$ cat config.mk
export PLATFORM = sky130hd
export DESIGN_NAME = spi_xfer_sched
export DESIGN_NICKNAME = d
export VERILOG_FILES = /design/src/rtl/spi_ctrl_pkg.sv /design/src/rtl/spi_rr_arbiter.sv /design/src/rtl/spi_xfer_sched.sv
export SDC_FILE = /design/constraint.sdc
export NUM_CORES = 1
export LEC_CHECK = 0
export ABC_AREA = 1
export CAP_MARGIN = 20
export CORE_MARGIN = 2
export CORE_UTILIZATION = 47
export CTS_BUF_LIST = sky130_fd_sc_hd__clkbuf_4 sky130_fd_sc_hd__clkbuf_8
export DETAILED_ROUTE_END_ITERATION = 7
export GPL_TIMING_DRIVEN = 1
export PLACE_DENSITY = 0.89
export SLEW_MARGIN = 30
export SYNTH_ARGS = -nofsm -noshare
export SYNTH_HDL_FRONTEND = slang
export SYNTH_HIERARCHICAL = 1
export SYNTH_SLANG_ARGS = --single-unit
export TNS_END_PERCENT = 50
$ cat constraint.sdc
create_clock -name i_sys_clk -period 3.14 [get_ports i_sys_clk]
set_input_delay 0.314 -clock i_sys_clk [delete_from_list [all_inputs] [get_ports i_sys_clk]]
set_output_delay 0.314 -clock i_sys_clk [all_outputs]
set_load 0.03 [all_outputs]
$ cat src/rtl/spi_ctrl_pkg.sv
// Shared types and helpers for the SPI transfer scheduler.
//   sched_state_e : scheduler FSM states
//   DEF_DATA_W    : default transfer data width
//   DEF_CFG_W     : default config word width
//   rr_pick()     : round-robin search over up to RR_MAX_REQ request lines
package spi_ctrl_pkg;

    typedef enum logic [2:0] {
        IDLE,
        CONFIG,
        START,
        WAIT_IRQ,
        DONE
    } sched_state_e;

    localparam int unsigned DEF_DATA_W = 8;
    localparam int unsigned DEF_CFG_W  = 8;
    localparam int unsigned RR_MAX_REQ = 32;

    typedef struct packed {
        logic       found;
        logic [4:0] idx;
    } rr_pick_t;

    // First set bit of valid[num_req-1:0], searching upward from ptr+1 and wrapping.
    function automatic rr_pick_t rr_pick(
        input logic [RR_MAX_REQ-1:0] valid,
        input logic [4:0]            ptr,
        input int unsigned           num_req
    );
        rr_pick_t    r;
        int unsigned k;
        r = '0;
        for (int unsigned i = 1; i <= num_req; i++) begin
            k = (32'(ptr) + i) % num_req;
            if (!r.found && valid[k]) begin
                r.found = 1'b1;
                r.idx   = 5'(k);
            end
        end
        return r;
    endfunction

endpackage

$ cat src/rtl/spi_rr_arbiter.sv
// Combinational round-robin pick for the SPI transfer scheduler.
//   req_valid : per-requester request lines
//   ptr       : index of the last owner (search starts at ptr+1)
//   found     : at least one request is pending
//   winner    : index of the selected requester (meaningful when found)
// The pointer register itself lives in the scheduler.
module spi_rr_arbiter
    import spi_ctrl_pkg::*;
#(
    parameter int unsigned NUM_REQ = 4
) (
    input  logic [NUM_REQ-1:0]         req_valid,
    input  logic [$clog2(NUM_REQ)-1:0] ptr,
    output logic                       found,
    output logic [$clog2(NUM_REQ)-1:0] winner
);

    localparam int unsigned ID_W = $clog2(NUM_REQ);

    logic [RR_MAX_REQ-1:0] valid_ext;
    rr_pick_t              pick;

    always_comb begin
        valid_ext               = '0;
        valid_ext[NUM_REQ-1:0]  = req_valid;
        pick                    = rr_pick(valid_ext, 5'(ptr), NUM_REQ);
        // The range qualifier is always true by construction; it keeps every
        // index bit consumed when ID_W is narrower than the helper's index.
        found                   = pick.found && (32'(pick.idx) < NUM_REQ);
        winner                  = pick.idx[ID_W-1:0];
    end

endmodule

$ cat src/rtl/spi_xfer_sched.sv
// Shares one spi_module master among NUM_REQ requesters.
//   i_sys_clk / i_sys_rst   : clock, asynchronous active-low reset
//   i_req_valid/o_req_ready : per-requester request handshake (ready one-hot)
//   i_req_data / i_req_cfg  : packed per-requester TX byte and config word
//   o_rsp_valid/_data/_err  : one-cycle one-hot completion to the owner
//   o_busy, o_grant_id      : scheduler activity and current/last owner
//   o_spi_*                 : data, config and trans_en toward spi_module
//   i_spi_interrupt/_data   : completion interrupt and RX byte from spi_module
// Flow: IDLE -> CONFIG -> START -> WAIT_IRQ -> DONE -> IDLE, one transfer in flight.
module spi_xfer_sched
    import spi_ctrl_pkg::*;
#(
    parameter int unsigned NUM_REQ    = 4,
    parameter int unsigned DATA_W     = DEF_DATA_W,
    parameter int unsigned CFG_W      = DEF_CFG_W,
    parameter int unsigned CFG_SETTLE = 2,
    parameter int unsigned TIMEOUT    = 4096
) (
    input  logic                       i_sys_clk,
    input  logic                       i_sys_rst,
    input  logic [NUM_REQ-1:0]         i_req_valid,
    output logic [NUM_REQ-1:0]         o_req_ready,
    input  logic [NUM_REQ*DATA_W-1:0]  i_req_data,
    input  logic [NUM_REQ*CFG_W-1:0]   i_req_cfg,
    output logic [NUM_REQ-1:0]         o_rsp_valid,
    output logic [DATA_W-1:0]          o_rsp_data,
    output logic                       o_rsp_err,
    output logic                       o_busy,
    output logic [$clog2(NUM_REQ)-1:0] o_grant_id,
    output logic [DATA_W-1:0]          o_spi_data,
    output logic [CFG_W-1:0]           o_spi_config,
    output logic                       o_spi_trans_en,
    input  logic                       i_spi_interrupt,
    input  logic [DATA_W-1:0]          i_spi_data
);

    localparam int unsigned ID_W  = $clog2(NUM_REQ);
    localparam int unsigned TO_W  = $clog2(TIMEOUT);
    localparam int unsigned SET_W = (CFG_SETTLE > 1) ? $clog2(CFG_SETTLE) : 1;
    localparam logic [TO_W-1:0] TO_LAST = TO_W'(TIMEOUT - 1);

    sched_state_e     state;
    logic [ID_W-1:0]  ptr;
    logic             arm;
    logic             irq_prev;
    logic             cfg_known;
    logic [CFG_W-1:0] last_cfg;
    logic [SET_W-1:0] settle_cnt;
    logic [TO_W-1:0]  to_cnt;

    logic             found;
    logic [ID_W-1:0]  winner;
    logic             grant;
    logic [DATA_W-1:0] win_data;
    logic [CFG_W-1:0]  win_cfg;
    logic             cfg_change;
    logic             irq_edge;

    spi_rr_arbiter #(
        .NUM_REQ(NUM_REQ)
    ) u_arb (
        .req_valid(i_req_valid),
        .ptr      (ptr),
        .found    (found),
        .winner   (winner)
    );

    // arm is a reset-cleared flop so ready stays low while reset is held,
    // even though the state register already reads IDLE.
    assign grant      = (state == IDLE) && arm && !i_spi_interrupt && found;
    assign win_data   = i_req_data[32'(winner) * DATA_W +: DATA_W];
    assign win_cfg    = i_req_cfg[32'(winner) * CFG_W +: CFG_W];
    assign cfg_change = !cfg_known || (win_cfg != last_cfg);
    assign irq_edge   = i_spi_interrupt && !irq_prev;

    always_comb begin
        o_req_ready = '0;
        if (grant) begin
            o_req_ready[winner] = 1'b1;
        end
    end

    always_ff @(posedge i_sys_clk or negedge i_sys_rst) begin
        if (!i_sys_rst) begin
            state          <= IDLE;
            ptr            <= ID_W'(NUM_REQ - 1);
            arm            <= 1'b0;
            irq_prev       <= 1'b0;
            cfg_known      <= 1'b0;
            last_cfg       <= '0;
            settle_cnt     <= '0;
            to_cnt         <= '0;
            o_busy         <= 1'b0;
            o_grant_id     <= '0;
            o_spi_data     <= '0;
            o_spi_config   <= '0;
            o_spi_trans_en <= 1'b0;
            o_rsp_valid    <= '0;
            o_rsp_data     <= '0;
            o_rsp_err      <= 1'b0;
        end else begin
            arm            <= 1'b1;
            irq_prev       <= i_spi_interrupt;
            o_spi_trans_en <= 1'b0;
            o_rsp_valid    <= '0;

            case (state)
                IDLE: begin
                    if (grant) begin
                        o_grant_id   <= winner;
                        o_spi_data   <= win_data;
                        o_spi_config <= win_cfg;
                        settle_cnt   <= cfg_change ? SET_W'(CFG_SETTLE - 1) : '0;
                        o_busy       <= 1'b1;
                        state        <= CONFIG;
                    end
                end

                CONFIG: begin
                    if (settle_cnt == '0) begin
                        last_cfg       <= o_spi_config;
                        cfg_known      <= 1'b1;
                        o_spi_trans_en <= 1'b1;
                        to_cnt         <= '0;
                        state          <= START;
                    end else begin
                        settle_cnt <= settle_cnt - SET_W'(1);
                    end
                end

                // Counter is zero during START and counts from here, so the
                // timeout completion lands exactly TIMEOUT cycles after START.
                START: begin
                    to_cnt <= to_cnt + TO_W'(1);
                    state  <= WAIT_IRQ;
                end

                WAIT_IRQ: begin
                    if (irq_edge) begin
                        o_rsp_data  <= i_spi_data;
                        o_rsp_err   <= 1'b0;
                        o_rsp_valid <= NUM_REQ'(1) << o_grant_id;
                        state       <= DONE;
                    end else if (to_cnt == TO_LAST) begin
                        o_rsp_data  <= '0;
                        o_rsp_err   <= 1'b1;
                        o_rsp_valid <= NUM_REQ'(1) << o_grant_id;
                        state       <= DONE;
                    end else begin
                        to_cnt <= to_cnt + TO_W'(1);
                    end
                end

                DONE: begin
                    ptr <= o_grant_id;
                    if (o_rsp_err) begin
                        cfg_known <= 1'b0;
                    end
                    o_rsp_data <= '0;
                    o_rsp_err  <= 1'b0;
                    o_busy     <= 1'b0;
                    state      <= IDLE;
                end

                default: begin
                    state <= IDLE;
                end
            endcase
        end
    end

endmodule

==> results of run 1 <==
## worst paths after layout
path	from	cells after the start	slack, ns	end
max	ptr[0]	12	0.17	o_req_ready[0]
min	i_spi_interrupt	1	0.46	irq_prev
max reg2reg	ptr[0]	15	0.35	o_spi_data[3]
min reg2reg	o_spi_data[2]	2	0.48	o_spi_data[2]
max in group asynchronous	i_sys_rst	3	1.88	ptr[1]
min in group asynchronous	i_sys_rst	2	0.51	to_cnt[8]
## cell families (layout without fill, tap and decap cells)
logic type,after synthesis,count (layout),share of synthesized area [%]
AND/OR/NAND/NOR,352,352,42.8
flip-flops,62,62,43.3
buffers and inverters,55,185,6.56
AO/OA/AOI/OAI,32,32,4.64
XOR/XNOR,9,9,2.20
adder cells (fa/ha/maj),1,1,0.349
other,1,1,0.105
## stage by stage
step	utilization (%)	total power, mW	hold WS, ns	instance area, sq um	setup TNS, ns
final	70.1	5.15	0.458	5140	0
after global routing	70.1	5.57	0.458	5140	-0.00615
after CTS	69.2	5.09	0.445	5070	-0.00502
after detailed placement	65.8	4.27	0.363	4830	0
after global placement	65.8	4.15	0.354	4830	0
after floorplan	-	3.30	0.0184	3590	0
## where the power goes
group	switching, mW	total, mW	leakage [nW]	internal (mW)
clock	0.307	0.797	0.116	0.490
combinational	1.98	3.08	1.62	1.10
sequential	0.196	1.27	0.787	1.08
## cells in the mapped netlist, types with 2 or more instances
cell,count,share of area (%)
o21ai_1,2,0.28
nand4_1,13,2.3
dfrtp_1,60,42
inv_2,9,0.94
nand3_1,38,5.3
o21a_1,2,0.42
inv_1,31,3.2
dfstp_2,2,1.5
nor3_1,7,0.98
nand3b_1,2,0.42
xor2_1,7,1.7
nor2_1,28,2.9
xnor2_1,2,0.49
nand2_1,244,26
nand2_4,6,1.9
nor2_4,2,0.63
nand2_2,3,0.52
buf_2,5,0.70
nor2_2,2,0.35
clkbuf_1,7,0.73
o21ai_0,24,3.3
nor3_2,2,0.56
a21oi_1,3,0.42
## registers in the layout (all words and copies together) (netlist names), 2 cells and up
signal,count
to_cnt,12
last_cfg,8
o_rsp_data,8
o_spi_config,8
o_spi_data,8
o_rsp_valid,4
state,3
o_grant_id,2
ptr,2
## metal layers
metal	vias to the layer above	GRT usage (%)
met2	134	40.5
met5	-	0
met1	1751	30.9
met4	0	7.32
li1	1863	-
met3	30	5.56
## what timing repair did
action / in CTS / in global routing
endpoints found under the hold margin: 23 / 0
resized for setup: 2 / 4
setup buffers: 0 / 5
hold buffers: 1 / 0
setup endpoints to repair: 3 / 9
## worst max-delay path, stage by stage, from the launching register on
cell,delay (ns)
dfstp_2,0.57
inv_1,0.13
nand2_1,0.10
nand2_1,0.11
nand3_1,0.09
nand2_1,0.11
nand4_1,0.14
nand3_1,0.14
nor2_4,0.17
buf_12,0.19
clkinvlp_4,0.18
nor3_1,0.18
buf_4,0.20
## cell type report
type                    count  area share, %
multi-input cells         395           35.1
flip-flops and latches     62           30.2
clock buffers              11           2.95
inverters                  40           2.99
repair buffers            129           24.7
clock inverters             5           1.58
well taps                  99           2.41
==> results.md, run 1 <==
* Outcome: complete, no violations
* Pin count of the biggest net entering global routing at 31
* Inst Count DP at 719
* Slew Limit Fails at 0
* WP data required at 2.83 ns
* Vias in the first global route at approximately 3600
* Top sig layer: met4
* Average cell area after synthesis at 7.00 sq um
* Setup-failing EPs final at 0
* Layout cells sized above 1 at approximately a tenth
* Min Tclk post-route at 2.97 ns
* Most frequent cells in the layout: nand2_1, clkdlybuf4s50_1, dfrtp_1, nand3_1, inv_1
* Maximum root-to-sink buffer count at 2
* Total die area at 8340 sq um
* Final worst clock skew at 0.0115 ns
* Antenna cells at 0
* Root buffer cell: clkbuf_8
* Placer Congestion at slightly below 0.9
* Setup ws final at around 0.17 ns
* Via/cell ratio at 5.10
* Number of buffers created by CTS at 9
* Synthesized net count at 592
* Commonest non-fill, non-tap cell in the layout: nand2_1
* Fillers at 558
* Area of the multi-input gates at 1800 sq um
* Max-cap violation count at 0
* First-pass GRT wire length at between 15000 and 20000 um
* Top_reg_cell synth: dfrtp_1
* Clk sink count at 62
* Initial antenna violation count at 0
* Critical path class: flip-flop to output port
* Vias at 3778
* Routed wl met3 at 690 um
* EDFF count, synth at 0
* IO Count at 116
* Synth Register Bits at 62
* Peak VDD IR at roughly 0.60 mV
* Site Rows at 31
* Residual DRC count at 0
* Area Overhead vs Synth at 43.3%
* NumNets Final at 717
* GRT overflow at 0
* Synth unique cells at 34
* Worst slew pin tran at 0.602 ns
* GR Util All Layers at 24.1%
* Dpl hpwl at 7480 um
* Die Ht at 91.3 um
* CP Capture Type: output port
* Routed length on met2 at 4980 um
* Async SR Flop Fraction at 100%
* WL final at 10000 um
* Fin crit share at 94.6%
* Gate Count Post-Synth at roughly 500
* Core box area at around 7300 sq um
* Wire length on met1 at 4120 um
* IO buf count at 115
* Critical path data arrival time at ~2.7 ns
* Startpoint types: flip-flop
* CTS tree: built
* Area of the mapped netlist at 3590 sq um
* Tightest Hold Check Type: input pin to flip-flop
* Clock latency on the worst-skew pair at 0.34 ns
* Clk pin slew, worst setup/hold paths at 0.07 ns
* Fin. Hold Viols at 0
* Max-slew headroom at 59.9%
* Chip Width at a little over 90 um
* DP Worst Slack at about 0.27 ns
* Yosys warning count at 6
* 1st-iter DRT viols at 222
* Starting density of the core at 48.9%
* FMAX at approximately 340 MHz
* Wire per inst at 13.5 um
* Antenna Nets Post-Route at 0
* Cell Pwr Density at around 1000 nW/um^2
* Leak at approximately 2.5 nW
* Storage cell area at approximately 1600 sq um
* H-tree Lvls at 3
* Sequential fraction of the synthesis area at 43.3%
* Final cell count without fillers at 741
* Pre-Repair DR Iteration Count at 7
* Max FO, Critical Path at 30
(Power assumes the default switching activity.)
==> inputs of run 2 (changes only) <==
--- a/config.mk
+++ b/config.mk
@@ -13,6 +13,7 @@
 export DETAILED_ROUTE_END_ITERATION = 7
 export GPL_TIMING_DRIVEN = 1
 export PLACE_DENSITY = 0.89
+export SKIP_CTS_REPAIR_TIMING = 1
 export SLEW_MARGIN = 30
 export SYNTH_ARGS = -nofsm -noshare
 export SYNTH_HDL_FRONTEND = slang
==> run 2 against run 1 <==
  * The flow now finishes with violations (negative hold slack)
  * Final cell count fell by 0.13%
  * Worst hold slack lost 0.48 ns
  * Combinational power barely moved
  * Clock skew about the same
  * Via count is the same
  * Fmax is essentially flat
  * Clock-buffer cell count is the same
==> results.md, run 2 (synthesis gave the netlist of run 1 again) <==
* Outcome: complete, but fails checks
* Failing checks: negative hold slack
* Antenna Nets Post-Route at 0 (unchanged)
* Root buffer cell: clkbuf_8
* Leak at 2.53 nW (+0.38%)
* 1st-iter DRT viols at 273 (+23%)
* CTS tree: built
* Clk pin slew, worst setup/hold paths at 0.07 ns (about the same)
* Most frequent cells in the layout: nand2_1, clkdlybuf4s50_1, dfrtp_1, nand3_1, inv_1
* Total die area at 8340 sq um (unchanged)
* Worst slew pin tran at 0.601 ns (-0.00114 ns)
* Min Hold Slack at -0.0261 ns (-0.484 ns)
* Max FFs per register at 12 (unchanged)
* First-pass GRT wire length at 16400 um (about the same)
* GR met1 Demand/Resource at 30.9% (unchanged)
* Setup ws final at 0.170 ns (-0.000768 ns)
* Inst Count DP at 719 (unchanged)
* Busiest grt layer: met2
* Min Tclk post-route at 2.97 ns (+0.000768 ns)
* Chip Width at 91.3 um (unchanged)
* IO Count at 116 (unchanged)
* H-tree Lvls at 3 (unchanged)
* Final worst clock skew at 0.0116 ns (+0.0000876 ns)
* Dpl hpwl at 7480 um (unchanged)
* Wire per inst at 13.6 um (+0.46%)
* Starting density of the core at 48.9% (unchanged)
* Seq pwr share at 24.7% (about the same)
* Site Rows at 31 (unchanged)
* GRT overflow at 0 (unchanged)
* Tightest Hold Check Type: input pin to async pin
* WP data required at 2.83 ns (about the same)
* Top reg by flops: to_cnt
* Via/cell ratio at 5.11 (+0.14%)
* Commonest non-fill, non-tap cell in the layout: nand2_1
* GR Util All Layers at 24.1% (about the same)
* Peak VDD IR at 0.606 mV (+1.0%)
* Area Overhead vs Synth at 43.1%
* Clock latency on the worst-skew pair at 0.34 ns (about the same)
* Maximum root-to-sink buffer count at 2 (unchanged)
* Switch share at 48.3% (about the same)
* Antenna cells at 0 (unchanged)
* Max FO, Critical Path at 30 (unchanged)
* Clk sink count at 62 (unchanged)
* Pre-Repair DR Iteration Count at 7 (unchanged)
* Final cell count without fillers at 740 (-0.13%)
* Number of buffers created by CTS at 9 (unchanged)
* Placer Congestion at 0.891 (unchanged)
* Startpoint types: flip-flop
* Pin count of the biggest net entering global routing at 31 (unchanged)
* Initial antenna violation count at 0 (unchanged)
* Fin. Hold Viols at 26 (+26)
* NumNets Final at 716 (-0.14%)
* Clock power share at 15.5% (about the same)
* Slew Limit Fails at 0 (unchanged)
* Vias in the first global route at 3630 (unchanged)
* Fin crit share at 94.6% (about the same)
* DP Worst Slack at 0.271 ns (unchanged)
* Internal power at 2.67 mW (about the same)
* Max-slew headroom at 59.9% (+0.076 points)
* Final design utilization at 70.0% (-0.085 points)
* Design Area, Final at 5130 sq um (-0.12%)
* CP Capture Type: output port
* IO buf count at 115 (unchanged)
* Vias at 3778 (unchanged)
* Core box area at 7330 sq um (unchanged)
* Critical path class: flip-flop to output port
* Layout cells sized above 1 at 10.1% (+0.016 points)
* Critical path data arrival time at 2.66 ns (about the same)
* Grt met2 use at 40.4% (-0.062 points)
* Gate power share at 59.8% (about the same)
* WL final at 10100 um (+0.33%)
* Residual DRC count at 0 (unchanged)
* Met3 Usage GRT at 5.56% (unchanged)
* Dpl cell area at 4830 sq um (unchanged)
* Setup-failing EPs final at 0 (unchanged)
* Die Ht at 91.3 um (unchanged)
* Cell Pwr Density at 1000 nW/um^2 (+0.19%)
* P_sw at 2.49 mW (+0.15%)
* FMAX at 337 MHz (about the same)
* Max-cap violation count at 0 (unchanged)
## run 2: changes by cell type in the layout (fill, tap and decap cells not counted), sizes merged
cell,delta
dlygate4sd2,-1
dlygate4sd3,-1
dlymetal6s2s,+1
## run 2: critical path: stages, from the launching register on
cell and delay, ns:
dfstp_2 0.57, buf_12 0.13, nand2_2 0.05, nand2_1 0.12, nand2_1 0.13, nand2_4 0.11
nor2_8 0.05, nand4_1 0.09, nand3_1 0.14, nor2_4 0.17, buf_12 0.19, clkinvlp_4 0.18
nor3_1 0.18, buf_4 0.20
## run 2: final cells by class
cell class | instances | area, sq um
sequential | 62 | 1550
timing repair buffer | 128 | 1260
multi-input combinational | 395 | 1800
clock buffer | 11 | 151
inverter | 40 | 154
clock inverter | 5 | 81.3
fill | 558 | 2200
tap | 99 | 124
## run 2: power by group through the flow
| stage | clock network [mW] | registers [mW] | logic [mW] |
|---|---|---|---|
| final | 0.799 | 1.27 | 3.08 |
| after global routing | 0.843 | 1.31 | 3.42 |
| after CTS | 0.809 | 1.28 | 3.00 |
| after detailed placement | 0 | 1.29 | 2.98 |
| after global placement | 0 | 1.28 | 2.88 |
| after floorplan | 0 | 1.59 | 1.71 |
## run 2: metal layers
metal	part of all wire, %	vias up
li1	-	1855
met1	41	1747
met2	50	151
met3	7.2	25
met4	2.3	0
met5	0	-
## run 2: stage by stage
stage          setup TNS (ns)  power [mW]
2_1_floorplan               0        3.30
3_3_place_gp                0        4.15
4_1_cts                -0.123        5.09
5_1_grt              -0.00573        5.57
6_report                    0        5.16
3_5_place_dp                0        4.27
## run 2: final timing paths
| path | from | to | slack, ns | cells past startpoint |
|---|---|---|---|---|
| min in group i_sys_clk | i_spi_interrupt | irq_prev | 0.45 | 1 |
| max reg2reg | ptr[0] | o_spi_data[3] | 0.35 | 15 |
| min reg2reg | o_spi_data[2] | o_spi_data[2] | 0.48 | 2 |
| min | i_sys_rst | to_cnt[8] | -0.03 | 1 |
| max in group asynchronous | i_sys_rst | ptr[1] | 2.42 | 2 |
| max | ptr[0] | o_req_ready[0] | 0.17 | 13 |
==> inputs of run 3 (changes only) <==
--- a/config.mk
+++ b/config.mk
@@ -14,7 +14,8 @@
 export GPL_TIMING_DRIVEN = 1
 export PLACE_DENSITY = 0.89
 export SKIP_CTS_REPAIR_TIMING = 1
-export SLEW_MARGIN = 30
+export SKIP_LAST_GASP = 1
+export SLEW_MARGIN = 20
 export SYNTH_ARGS = -nofsm -noshare
 export SYNTH_HDL_FRONTEND = slang
 export SYNTH_HIERARCHICAL = 1
==> run 3 against run 2 <==
  * The flow still finishes with violations (negative hold slack)
  * Cell area fell by 0.20%
  * Register-to-register slack worse by 0.04 ns
  * Fmax fell by 2.2%
  * Routed wire length up 0.36%
  * Critical path depth unchanged
  * Setup slack worse by 0.067 ns
  * Worst hold slack better by 0.0032 ns
  * Critical endpoint unchanged
  * Highest routed layer unchanged
==> results.md, run 3 (synthesis gave the netlist of run 1 again) <==
* Outcome: complete, but fails checks
* Failing checks: negative hold slack
* GR Util All Layers at 24.1% (unchanged)
* Peak VDD IR at 0.601 mV (-0.81%)
* Critical path class: flip-flop to output port
* P_sw at 2.49 mW (about the same)
* H-tree Lvls at 3 (unchanged)
* Max-cap violation count at 0 (unchanged)
* FMAX at 329 MHz (-2.2%)
* DP Worst Slack at 0.271 ns (unchanged)
* First-pass GRT wire length at 16400 um (unchanged)
* Seq pwr share at 24.7% (about the same)
* Tightest Hold Check Type: input pin to async pin
* 1st-iter DRT viols at 245 (-10%)
* Min Hold Slack at -0.0229 ns (+0.00317 ns)
* Via/cell ratio at 5.09 (-0.37%)
* Pin count of the biggest net entering global routing at 31 (unchanged)
* IO buf count at 115 (unchanged)
* Design Area, Final at 5120 sq um (-0.20%)
* Pre-Repair DR Iteration Count at 5 (-2)
* Max FFs per register at 12 (unchanged)
* Antenna Nets Post-Route at 0 (unchanged)
* Fillers at 558 (unchanged)
* Dpl cell area at 4830 sq um (unchanged)
* Cell Pwr Density at 1010 nW/um^2 (+0.17%)
* Inst Count DP at 719 (unchanged)
* Initial antenna violation count at 0 (unchanged)
* Leak at 2.53 nW (about the same)
* Startpoint types: flip-flop
* WL final at 10100 um (+0.36%)
* Vias in the first global route at 3630 (unchanged)
* Unrepaired setup endpoints after global routing: true
* Wire per inst at 13.7 um (+0.36%)
* Total die area at 8340 sq um (unchanged)
* Number of buffers created by CTS at 9 (unchanged)
* Max-slew headroom at 59.9% (-0.061 points)
* Critical path data arrival time at 2.72 ns (+0.06 ns)
* GRT overflow at 0 (unchanged)
* Clk sink count at 62 (unchanged)
* Starting density of the core at 48.9% (unchanged)
* Max FO, Critical Path at 30 (unchanged)
* WP data required at 2.83 ns (about the same)
* Setup ws final at 0.103 ns (-0.0671 ns)
* Top reg by flops: to_cnt
* Final Power at 5.16 mW (about the same)
* CP Capture Type: output port
* Switch share at 48.3% (about the same)
* Fin crit share at 96.7% (+2.1 points)
* Final cell count without fillers at 740 (unchanged)
* Worst slew pin tran at 0.602 ns (+0.000921 ns)
* Antenna cells at 0 (unchanged)
* Commonest non-fill, non-tap cell in the layout: nand2_1
* Area Overhead vs Synth at 42.8%
* Die Ht at 91.3 um (unchanged)
* Min Tclk post-route at 3.04 ns (+0.0671 ns)
* Fin. Hold Viols at 26 (unchanged)
* Vias at 3764 (-0.37%)
* Root buffer cell: clkbuf_8
* Maximum root-to-sink buffer count at 2 (unchanged)
* Dpl hpwl at 7480 um (unchanged)
* Final design utilization at 69.9% (-0.14 points)
* Clock power share at 15.5% (about the same)
* Gate power share at 59.8% (about the same)
* Final worst clock skew at 0.0114 ns (-0.000158 ns)
* Layout cells sized above 1 at 10.1% (unchanged)
* Most frequent cells in the layout: nand2_1, clkdlybuf4s50_1, dfrtp_1, nand3_1, inv_1
* Residual DRC count at 0 (unchanged)
* Chip Width at 91.3 um (unchanged)
* Clock latency on the worst-skew pair at 0.34 ns (about the same)
* Slew Limit Fails at 0 (unchanged)
* Core box area at 7330 sq um (unchanged)
* Internal power at 2.66 mW (-0.11%)
* NumNets Final at 716 (unchanged)
* CTS tree: built
* Site Rows at 31 (unchanged)
* Sum Neg Setup Slack at 0 ns (unchanged)
* IO Count at 116 (unchanged)
* Setup-failing EPs final at 0 (unchanged)
* Placer Congestion at 0.891 (unchanged)
* Clk pin slew, worst setup/hold paths at 0.07 ns (about the same)
## run 3: changes by cell type in the layout (fill, tap and decap cells not counted)
cell	previous run	this run
buf_12	2	1
buf_8	0	1
nor2_2	2	3
nor2_4	3	2
## run 3: final timing paths
check / start / to / slack, ns / cells after the start
min in group i_sys_clk: i_spi_interrupt / irq_prev / 0.46 / 1
worst max-delay path: ptr[0] / o_req_ready[0] / 0.10 / 13
worst min register to register: o_spi_data[2] / o_spi_data[2] / 0.48 / 2
worst max register to register: ptr[0] / settle_cnt / 0.31 / 18
max in group asynchronous: i_sys_rst / ptr[1] / 2.42 / 2
worst min-delay path: i_sys_rst / to_cnt[8] / -0.02 / 1
## run 3: layout make-up
type                       count  area (sq um)  area share, %
multi-input combinational    395          1800           35.1
sequential                    62          1550           30.3
timing repair buffer         128          1260           24.6
inverter                      40           154           3.00
clock buffer                  11           151           2.96
tap                           99           124           2.42
clock inverter                 5          81.3           1.59
## run 3: power groups by stage
| stage | registers, mW | logic [mW] | clock network, mW |
|---|---|---|---|
| 6_report | 1.27 | 3.08 | 0.799 |
| 5_1_grt | 1.31 | 3.42 | 0.843 |
| 4_1_cts | 1.28 | 3.00 | 0.809 |
| 3_5_place_dp | 1.29 | 2.98 | 0 |
| 3_3_place_gp | 1.28 | 2.88 | 0 |
| 2_1_floorplan | 1.59 | 1.71 | 0 |
## run 3: worst max-delay path, stage by stage (launching register included)
cell and delay [ns]:
dfstp_2 0.57, buf_12 0.13, nand2_2 0.05, nand2_1 0.13
nand2_1 0.13, nand2_4 0.11, nor2_8 0.05, nand4_1 0.09
nand3_1 0.11, nor2_2 0.19, buf_8 0.23, clkinvlp_4 0.20
nor3_1 0.18, buf_4 0.20
## run 3: metal layers
| layer | up-vias | global-route usage, % | part of all wire, % |
|---|---|---|---|
| met5 | - | 0 | 0 |
| met4 | 0 | 7.32 | 2.1 |
| met3 | 22 | 5.56 | 6.7 |
| met2 | 137 | 40.4 | 50 |
| met1 | 1752 | 30.9 | 41 |
| li1 | 1853 | - | - |
